<file path="config.mk">
export PLATFORM = sky130hd
export DESIGN_NAME = serial_subtractor
export DESIGN_NICKNAME = d
export VERILOG_FILES = /design/src/rtl/sub_pkg.sv /design/src/rtl/fsub_cell.sv /design/src/rtl/serial_subtractor.sv
export SDC_FILE = /design/constraint.sdc
export NUM_CORES = 1
export LEC_CHECK = 0
export ABC_AREA = 1
export CORE_UTILIZATION = 40
export CTS_BUF_LIST = sky130_fd_sc_hd__clkbuf_4 sky130_fd_sc_hd__clkbuf_8
export CTS_CLUSTER_SIZE = 8
export DETAILED_ROUTE_END_ITERATION = 7
export PLACE_DENSITY = 0.69
export REMOVE_ABC_BUFFERS = 1
export SLEW_MARGIN = 20
export SYNTH_ARGS = -nofsm -noshare
export SYNTH_HDL_FRONTEND = slang
export SYNTH_SLANG_ARGS = --single-unit
</file>
<file path="constraint.sdc">
create_clock -name clk -period 1.6 [get_ports clk]
set_input_delay 0.4 -clock clk [delete_from_list [all_inputs] [get_ports clk]]
set_output_delay 0.4 -clock clk [all_outputs]
set_load 0.05 [all_outputs]
</file>
<file path="src/rtl/sub_pkg.sv">
// ---------------------------------------------------------------------------
// sub_pkg
// Shared types and constants for the bit-serial subtractor.
//   sub_state_t   : control state of the serial subtractor
//   DEFAULT_WIDTH : default operand width (sum is one bit wider)
//   sub_cnt_w     : width of the step counter for a given operand width
// ---------------------------------------------------------------------------
package sub_pkg;

  typedef enum logic [1:0] {
    IDLE  = 2'd0,
    SHIFT = 2'd1,
    DONE  = 2'd2
  } sub_state_t;

  localparam int DEFAULT_WIDTH = 9;

  // The counter has to hold every step index 0..WIDTH plus the value it
  // steps to on the final cycle, hence WIDTH+2 distinct values.
  function automatic int sub_cnt_w(input int width);
    return $clog2(width + 2);
  endfunction

endpackage

</file>
<file path="src/rtl/fsub_cell.sv">
// ---------------------------------------------------------------------------
// fsub_cell
// Combinational 1-bit full subtractor: computes s - bb - bin.
// Ports:
//   s    in  minuend bit
//   bb   in  subtrahend bit
//   bin  in  borrow in
//   d    out difference bit
//   bout out borrow out
// ---------------------------------------------------------------------------
module fsub_cell (
  input  logic s,
  input  logic bb,
  input  logic bin,
  output logic d,
  output logic bout
);

  assign d    = s ^ bb ^ bin;
  assign bout = (~s & bb) | (~s & bin) | (bb & bin);

endmodule

</file>
<file path="src/rtl/serial_subtractor.sv">
// ---------------------------------------------------------------------------
// serial_subtractor
// Bit-serial inverse of the WIDTH-bit adder: given the (WIDTH+1)-bit sum and
// the WIDTH-bit addend b it recovers a = sum - b, one bit per clock, LSB
// first, and flags results outside the WIDTH-bit unsigned operand range.
// An operation is accepted in IDLE, takes WIDTH+1 SHIFT cycles, and the
// result is held in DONE until the consumer takes it.
// Ports:
//   clk        in   rising-edge clock
//   reset_n    in   asynchronous active-low reset
//   in_valid   in   sum/b valid
//   in_ready   out  block can accept an operation (high only in IDLE)
//   sum        in   minuend, WIDTH+1 bits
//   b          in   subtrahend, WIDTH bits
//   out_valid  out  result valid (high only in DONE)
//   out_ready  in   consumer accepts result
//   diff       out  low WIDTH bits of sum - b
//   underflow  out  sum < b
//   overflow   out  sum - b > 2^WIDTH - 1
// ---------------------------------------------------------------------------
module serial_subtractor
  import sub_pkg::*;
#(
  parameter int WIDTH = DEFAULT_WIDTH
) (
  input  logic             clk,
  input  logic             reset_n,
  input  logic             in_valid,
  output logic             in_ready,
  input  logic [WIDTH:0]   sum,
  input  logic [WIDTH-1:0] b,
  output logic             out_valid,
  input  logic             out_ready,
  output logic [WIDTH-1:0] diff,
  output logic             underflow,
  output logic             overflow
);

  localparam int              CNT_W     = sub_cnt_w(WIDTH);
  localparam logic [CNT_W-1:0] LAST_STEP = CNT_W'(WIDTH);

  sub_state_t       state;
  sub_state_t       state_nxt;

  // Operand shift registers; b is zero-extended so both are WIDTH+1 bits.
  logic [WIDTH:0]   s_sr;
  logic [WIDTH:0]   b_sr;
  // Collects the low WIDTH difference bits; bit WIDTH of the result is only
  // needed on the final step, where it comes straight from the cell.
  logic [WIDTH-1:0] res_sr;
  logic             borrow;
  logic [CNT_W-1:0] cnt;

  logic             cell_d;
  logic             cell_bout;
  logic             accept;
  logic             last_step;

  assign accept    = in_valid & in_ready;
  assign last_step = (state == SHIFT) && (cnt == LAST_STEP);

  fsub_cell u_cell (
    .s    (s_sr[0]),
    .bb   (b_sr[0]),
    .bin  (borrow),
    .d    (cell_d),
    .bout (cell_bout)
  );

  // State register
  always_ff @(posedge clk or negedge reset_n) begin
    if (!reset_n) begin
      state <= IDLE;
    end else begin
      state <= state_nxt;
    end
  end

  // Next-state logic
  always_comb begin
    state_nxt = state;
    case (state)
      IDLE:    if (in_valid)  state_nxt = SHIFT;
      SHIFT:   if (last_step) state_nxt = DONE;
      DONE:    if (out_ready) state_nxt = IDLE;
      default: state_nxt = IDLE;
    endcase
  end

  // Handshake outputs decoded from the registered state only
  always_comb begin
    in_ready  = (state == IDLE);
    out_valid = (state == DONE);
  end

  // Serial datapath: load on accept, one full-subtractor step per SHIFT cycle
  always_ff @(posedge clk or negedge reset_n) begin
    if (!reset_n) begin
      s_sr   <= '0;
      b_sr   <= '0;
      res_sr <= '0;
      borrow <= 1'b0;
      cnt    <= '0;
    end else if (accept) begin
      s_sr   <= sum;
      b_sr   <= {1'b0, b};
      res_sr <= '0;
      borrow <= 1'b0;
      cnt    <= '0;
    end else if (state == SHIFT) begin
      s_sr   <= s_sr >> 1;
      b_sr   <= b_sr >> 1;
      res_sr <= {cell_d, res_sr[WIDTH-1:1]};
      borrow <= cell_bout;
      cnt    <= cnt + 1'b1;
    end
  end

  // Result registers: written once on the final step and then frozen, so
  // they stay stable through DONE regardless of backpressure.
  // On the final step res_sr already holds all WIDTH low bits, cell_d is
  // result bit WIDTH and cell_bout is the final borrow.
  always_ff @(posedge clk or negedge reset_n) begin
    if (!reset_n) begin
      diff      <= '0;
      underflow <= 1'b0;
      overflow  <= 1'b0;
    end else if (last_step) begin
      diff      <= res_sr;
      underflow <= cell_bout;
      overflow  <= cell_d & ~cell_bout;
    end
  end

endmodule

</file>
Yosys cells after proc, flatten, opt, wreduce, memory -nomap -nowiden

Index checks and enable logic that the tools add are counted.

Register bits after elaboration: 47
Input port bits: 23

Muxes and demuxes: 14
Bitwise gates (word level): 11
Add/sub/neg operators: 1
Reductions and logical operators: 4
Eq/ne operators: 6

Operator list:

| kind                                                                    | count |
|---|---|
| 10-bit 2-to-1 mux                                                       | 4 |
| 9-bit 2-to-1 mux                                                        | 2 |
| 4-bit 2-to-1 mux                                                        | 2 |
| 2-bit 2-to-1 mux                                                        | 3 |
| 2-bit case mux with 3 select lines                                      | 1 |
| 1-bit bitwise AND                                                       | 5 |
| 4-bit by 1-bit adder with 4-bit output, second input constant           | 1 |
| 4-bit equality test, second input constant                              | 1 |
| 2-bit inequality test, second input constant                            | 2 |
| 3-bit AND reduction                                                     | 1 |
| 2-bit by 1-bit equality test with 1-bit output, second input constant   | 1 |
| 2-bit equality test, second input constant                              | 1 |
| 2-bit zero test                                                         | 1 |
| 1-bit 2-to-1 mux                                                        | 2 |
| 2-bit by 1-bit inequality test with 1-bit output, second input constant | 1 |
| 1-bit inverter                                                          | 2 |
| 1-bit OR                                                                | 2 |
| 2-bit nonzero test                                                      | 1 |
| 1-bit XOR                                                               | 2 |
| 1-bit logical AND                                                       | 1 |

Logic depth before layout (Yosys ltp)

Gate-level depths: netlist (run 1).

Word-level depth: 6
Gate-level depth with buffers: 8
Gate-level depth less buffers: 7

Hierarchy

Synthesis (run 1) repeated with hierarchy kept, for this count alone.

Cell total of the unflattened synthesis: 219
Area, all modules: 1924.3 um2

Modules (own cells, without submodules):

| module            | times used | cells an instance | area an instance (um2) | seq. area each (um2) |
|---|---|---|---|---|
| serial_subtractor | 1          | 216               | 1896.8                 | 1151.1 |
| fsub_cell         | 1          | 3                 | 27.5                   | 0.0 |

Worst setup path before layout (run 1)

Ideal clock, no wire load.

Path kind: register to register
Start: register state[0]
End: register cnt[2]
Required time: 1.483 ns
Path slack: -0.206 ns
Stages on the path, launching flop included: 6
Library setup time: 0.117 ns
Data arrival time: 1.688 ns
Buffers on the path: 1
Cell sequence: dfrtp_1 nor2_1 nand2_2 buf_4 nand3_1 nand2_1

Cells in the longest elaborated chain, start to end: 3

RTL lines:

| what                                                          | line                     | text |
|---|---|---|
| start, declared                                               | serial_subtractor.sv:42  | `sub_state_t state;` |
| start signal, assigned                                        | serial_subtractor.sv:75  | `state <= state_nxt;` |
| 2-bit zero test *                                             | serial_subtractor.sv:92  | `in_ready = (state == IDLE);` |
| named net in_ready                                            | serial_subtractor.sv:29  | `output logic in_ready,` |
| 1-bit bitwise AND *                                           | serial_subtractor.sv:59  | `assign accept = in_valid & in_ready;` |
| 4-bit 2-to-1 mux / 2-bit nonzero test (equally long branches) | n/a                      |  |
| end signal, assigned                                          | serial_subtractor.sv:115 | `cnt <= cnt + 1'b1;` |
| end, declared                                                 | serial_subtractor.sv:52  | `logic [CNT_W-1:0] cnt;` |

Mark *: on every way through the listed nets, which the timed path passes. The rest lies on a longest branch.
A chain may end at the register's enable or synchronous reset.

Worst setup path in the final report (run 1)

Start: register state[0]
End: output port in_ready

Cells in the longest elaborated chain, start to end: 1

RTL lines:

| what            | line |
|---|---|
| 2-bit zero test | serial_subtractor.sv:92 |
| end, declared   | serial_subtractor.sv:29 |

Every way passes these cells.

==> impl_metrics.csv, run 1 <==
group,metric,value,unit
finish,seq_area,1154,µm²
finish,final.fill_count,449,
hold_path,hp-class,"input port to asynchronous set/reset pin",
timing,slew_headroom,83.04,%
synth,synth_compound_area_share,6.655,%
detailed_routing,first_iter_violations,120,
synth,synth_xor_area_share,0.4159,%
synth,synth_simple_gate_area_share,27.39,%
placement,portBuffers,35,
detailed_routing,avgRoutedWirePerCell,10.41,µm
die,dieArea,5558,µm²
synth,syn_area,2106,µm²
die,coreArea,5075,µm²
cts,cts_tree,"done",
cts,clockBufferDepth,2,
finish,syn_to_final_growth,37.79,%
detailed_routing,dr_total_vias,1690,
die,start_util,41.49,%
finish,diodes,0,
global_route,met2_usage,28.93,%
setup_path,cp_num_buf_inv,2,
global_route,track_usage,17.06,%
synth,avgSynthCellArea,8.037,µm²
pwr,finalPower,5591,µW
die,die_w,74.56,µm
timing,fin_tns_setup,0,ns
cts,clock-sinks,46,
timing,hold_violations,0,
synth,muxShareOfSynthArea,0,%
global_route,grt_pass1_wl,7.113,mm
setup_path,max_stage_delay,0.45,ns
detailed_routing,via_per_inst,4.447,
cts,cts.htree.levels,2,
detailed_routing,drt-total-wl,3.954,mm
die,die-height,74.56,µm
pwr,power.leakage,0.001483,µW
setup_path,arrival,1.15,ns
timing,min_period,1.551,ns
cts,holdBufCountCts,0,
synth,synthAdderAreaFrac,2.139,%
synth,ys_warn_count,0,
detailed_routing,final_antenna_net_count,0,
setup_path,cp_top_family,"flip-flops",
cts,cts_made_buffers,5,
synth,synth-seq-cells,46,
run,cap_violations,0,
setup_path,start_kind,"flop",
setup_path,worstPathMaxFanout,5,
die,rows,26,
timing,worst_slew_pin_slew,0.2535,ns
placement,place.gp.congestion,0.7604,
detailed_routing,drc,0,
pwr,ir_drop,0.7938,mV
placement,post-dp-hpwl,2.785,mm
finish,drive_above_1_share,16.13,%
synth,synth_top_family_by_area,"simple AND/OR/NAND/NOR gates",
global_route,antenna_found_initial,0,
setup_path,crit_path_cell_trace,"nor2_2, buf_4, buf_12",
global_route,grt_pass1_vias,1624,
synth,synth_seq_area_share,54.66,%
detailed_routing,drt-pass1-iter-count,4,
timing,max_freq,644.7,MHz
global_route,gr-total-overflow,0,
pwr,power_density,1927,nW/µm²
timing,finalMaxSlewViolations,0,
cts,cts.clk_slew.worst_paths,0.08,ns
cts,root_buffer,"clkbuf_8",
setup_path,slowest_stage,"dfrtp_2",
setup_path,cp.required,1.20,ns
global_route,grt_max_degree,47,
global_route,met1_usage,21.37,%
finish,multi_input_area,779.5,µm²
setup_path,end_kind,"primary output",
status,status,"finished clean",
timing,setup_violations,0,
synth,synth_cells,262,
setup_path,criticalPathCategory,"flop to primary output",
die,io-pin-count,36,
timing,period_share,96.94,%
timing,fin_skew,0.003448,ns
global_route,grt.busiest_layer,"met2",
synth,synth.distinct_cells,20,
finish,layout.nets,335,
global_route,use_met3,3.794,%
cts,clock_latency,0.30,ns
worst paths after layout:
| kind | slack (ns) | startpoint | end | cells after the start |
|---|---|---|---|---|
| max | 0.05 | state[0] | in_ready | 3 |
| min | 0.06 | reset_n | b_sr[5] | 2 |
| max reg2reg | 0.22 | borrow | overflow | 3 |
| min reg2reg | 0.49 | s_sr[3] | s_sr[3] | 2 |
| max in group asynchronous | 1.30 | reset_n | state[0] | 2 |
| min in group clk | 0.49 | s_sr[3] | s_sr[3] | 2 |
Yosys cell counts:
cell / n / share of area [%]
or2_2: 1 / 0.30
o21ai_2: 2 / 0.83
nand3_1: 7 / 1.7
nand2_1: 131 / 23
nand2_2: 1 / 0.30
xor2_1: 1 / 0.42
inv_2: 2 / 0.36
inv_1: 28 / 5.0
buf_2: 3 / 0.71
clkbuf_1: 1 / 0.18
o31ai_1: 1 / 0.36
o21ai_0: 12 / 2.9
fa_1: 1 / 0.95
ha_1: 2 / 1.2
dfrtp_1: 46 / 55
o21ai_1: 11 / 2.6
buf_4: 4 / 1.4
nor2_4: 2 / 1.1
buf_6: 2 / 1.1
nor2_1: 4 / 0.71
metal layers:
layer  up-vias  routed length (µm)
met3         5                 140
met5         -                   0
met1       770                1883
met2        38                1881
li1        877                   -
met4         0                  48
registers in the layout, indices dropped and copies added (netlist names):
register   count
borrow         1
underflow      1
state          2
b_sr           9
cnt            4
res_sr         9
overflow       1
s_sr          10
diff           9
worst reg2reg max path, delay by kind of cell, from the launching register on:
| family | cells | cell delay (ns) |
|---|---|---|
| flops | 1 | 0.40 |
| simple gates | 1 | 0.29 |
| compound gates | 1 | 0.13 |
| fa+ha+maj | 1 | 0.49 |
per-stage QoR:
step | hold WS [ns] | utilization [%] | instance area, µm² | cells | worst slack [ns]
finish | 0.06168 | 57.17 | 2902 | 380 | 0.04895
global route | 0.07891 | 57.17 | 2902 | 380 | -0.0002753
CTS | 0.07878 | 56.83 | 2884 | 378 | 0.02146
detailed placement | 0.4056 | 53.92 | 2736 | 370 | 0.001024
global placement | 0.3980 | 53.92 | 2736 | 370 | 0.02421
floorplan | 0.1044 | - | 2034 | 252 | -0.2386
timing repair:
item	in CTS	in global routing
endpoints found under the setup margin	1	2
resized for setup	3	1
setup buffers	0	2
power breakdown:
group / internal, µW / leakage, µW / total (µW) / switching (µW)
Clock: 666 / 0.0000714 / 1050 / 382
Combinational: 1140 / 0.000819 / 2520 / 1390
Sequential: 1660 / 0.000592 / 2020 / 359
cell usage in the layout, fill, tap and decap left out:
master	n
buf_12	16
buf_2	1
buf_4	12
bufinv_16	2
clkbuf_8	6
clkdlybuf4s50_1	21
dfrtp_1	44
dfrtp_2	2
fa_1	1
ha_1	2
inv_1	28
inv_2	2
nand2_1	131
nand2_2	1
nand3_1	7
nor2_1	2
nor2_2	2
nor2_4	2
o21ai_0	12
o21ai_1	10
o21ai_2	3
o31ai_1	1
or2_2	1
xor2_1	1
area by class of cell:
| cell class | count | share of cell area [%] |
|---|---|---|
| multi-input combinational | 176 | 26.87 |
| timing repair buffer | 50 | 21.56 |
| inverter | 30 | 3.881 |
| sequential | 46 | 39.76 |
| clock buffer | 6 | 2.846 |
| clock inverter | 2 | 2.070 |
| tap | 70 | 3.019 |
kinds of logic (layout without fill, tap and decap cells):
family,count (synthesis),after routing
xor gates and xnor gates,1,1
DFF,46,46
buffers and inverters,40,88
and+or+nand+nor,146,146
AOI/OAI and AO/OA,26,26
adders and majority gates,3,3
No activity file was read; power rests on OpenSTA's default activity.
==> run 2, diff against run 1 <==
--- a/config.mk
+++ b/config.mk
@@ -11,6 +11,7 @@
 export CTS_CLUSTER_SIZE = 8
 export DETAILED_ROUTE_END_ITERATION = 7
 export PLACE_DENSITY = 0.69
+export RECOVER_POWER = 100
 export REMOVE_ABC_BUFFERS = 1
 export SLEW_MARGIN = 20
 export SYNTH_ARGS = -nofsm -noshare
==> run 2 against run 1 <==
Total power fell by 8.1%. Final cell count did not move. First-iteration DRC count fell by 11%. Non-clock buffer count did not move. Utilization fell by 4.0 points. Register-to-register slack got worse by 0.10 ns. Clock skew rose by 0.0016 ns. Design area fell by 6.9%. Critical endpoint unchanged. Largest cell class unchanged.
==> impl_metrics.csv, run 2 (synthesis results as in run 1) <==
group,metric,value,unit
finish,drive_above_1_share,14.19,%
finish,regMostFlops,"s_sr",
die,io-pin-count,36,
detailed_routing,final_antenna_net_count,0,
global_route,track_usage,17.06,%
timing,rsz0062_at_grt,"no",
timing,whs,0.3860,ns
setup_path,arrival,1.13,ns
finish,layout.nets,335,
finish,diodes,0,
detailed_routing,via_per_inst,4.484,
detailed_routing,drt-pass1-iter-count,4,
die,die-height,74.56,µm
detailed_routing,drt-total-wl,3.998,mm
run,cap_violations,0,
finish,syn_to_final_growth,28.22,%
timing,fin_tns_setup,0,ns
timing,min_period,1.533,ns
pwr,finalPower,5139,µW
detailed_routing,avgRoutedWirePerCell,10.52,µm
timing,worst_slew_pin_slew,1.122,ns
placement,place.gp.congestion,0.7604,
placement,post-dp-hpwl,2.785,mm
die,dieArea,5558,µm²
finish,stdcell_count,380,
cts,clock_latency,0.30,ns
cts,cts.clk_slew.worst_paths,0.08,ns
setup_path,max_stage_delay,0.45,ns
global_route,grt_pass1_vias,1624,
cts,cts_tree,"done",
finish,fin_area,2700,µm²
setup_path,end_kind,"primary output",
setup_path,criticalPathCategory,"flop to primary output",
cts,cts_made_buffers,5,
cts,root_buffer,"clkbuf_8",
die,die_w,74.56,µm
placement,dp.cells,370,
pwr,power.leakage,0.001426,µW
die,start_util,41.49,%
placement,placed_area,2736,µm²
cts,clockBufferDepth,2,
cts,clock-sinks,46,
timing,setup_violations,0,
setup_path,cp_num_buf_inv,2,
cts,cts.htree.levels,2,
hold_path,hp-class,"input port to asynchronous set/reset pin",
die,coreArea,5075,µm²
timing,hold_violations,0,
detailed_routing,first_iter_violations,107,
finish,largest_register_ffs,10,
detailed_routing,drc,0,
die,rows,26,
setup_path,cp.required,1.20,ns
finish,layout_common_cells,"nand2_1, dfrtp_1, inv_1, o21ai_0, clkdlybuf4s50_1",
setup_path,cp_top_family,"flip-flops",
global_route,antenna_found_initial,0,
detailed_routing,dr_total_vias,1704,
setup_path,slowest_stage,"dfrtp_2",
timing,max_freq,652.5,MHz
finish,final_common_cell,"nand2_1",
timing,fin_skew,0.005094,ns
timing,slew_headroom,25.19,%
setup_path,worstPathMaxFanout,5,
timing,finalMaxSlewViolations,0,
status,status,"finished clean",
pwr,ir_drop,0.7892,mV
cts,holdBufCountCts,0,
global_route,grt_pass1_wl,7.113,mm
placement,portBuffers,35,
setup_path,start_kind,"flop",
timing,period_share,95.79,%
global_route,grt_max_degree,47,
setup_path,crit_path_cell_trace,"nor2_2, buf_4, buf_12",
pwr,power_density,1903,nW/µm²
global_route,gr-total-overflow,0,
==> run 2: cell types whose count changed in the layout (fill, tap and decap cells not counted), moves of 2 or more <==
cell / delta
clkbuf_2: +12
o21ai_1: -6
o21ai_2: -3
o21ai_0: +9
buf_4: -2
buf_12: -12
==> run 2: what timing repair did <==
action,CTS,global route
buffers inserted,0,2
endpoints found under the setup margin,1,2
hold endpoints to repair,0,0
resized for setup,3,1
pin swaps,0,0
==> run 2: worst register-to-register path, cell delays in order, from the launching register on <==
cell and delay, ns:
dfrtp_2 0.45, buf_4 0.15, o21ai_0 0.38, buf_12 0.21
inv_1 0.06, o21ai_0 0.15
==> run 2: layout make-up <==
type / count / area (µm²)
Timing Repair Buffer: 50 / 439.2
Clock inverter: 2 / 60.06
Sequential cell: 46 / 1152
Fill cell: 477 / 2375
Tap cell: 70 / 87.58
Clock buffer: 6 / 82.58
Multi-Input combinational cell: 176 / 765.7
Inverter: 30 / 112.6
==> run 2: report_power, final <==
group,internal [µW],switching (µW),total [µW]
logic,770,1370,2140
registers,1660,296,1960
clock network,666,380,1050
==> run 2: worst paths after layout <==
kind	start	end	slack [ns]	cells past startpoint
worst max-delay path	state[0]	in_ready	0.07	3
worst min register to register	diff[8]	diff[8]	0.47	2
min in group clk	diff[8]	diff[8]	0.47	2
worst max register to register	state[0]	s_sr[9]	0.12	5
max in group asynchronous	reset_n	state[0]	0.45	2
worst min-delay path	reset_n	b_sr[4]	0.39	2
==> run 2: stage by stage <==
stage	setup slack, ns	util (%)
4_1_cts	0.02146	56.83
2_1_floorplan	-0.2386	-
3_3_place_gp	0.02421	53.92
6_report	0.06738	53.21
3_5_place_dp	0.001024	53.92
5_1_grt	0.002076	53.21
==> run 2: per-layer routing <==
layer | GRT usage (%) | wire length [µm] | share of wire, % | up-vias
li1 | - | - | - | 878
met1 | 21.37 | 1897 | 47 | 788
met2 | 28.93 | 1890 | 47 | 33
met3 | 3.794 | 162 | 4.1 | 5
met4 | 6.289 | 48 | 1.2 | 0
met5 | 0 | 0 | 0 | -
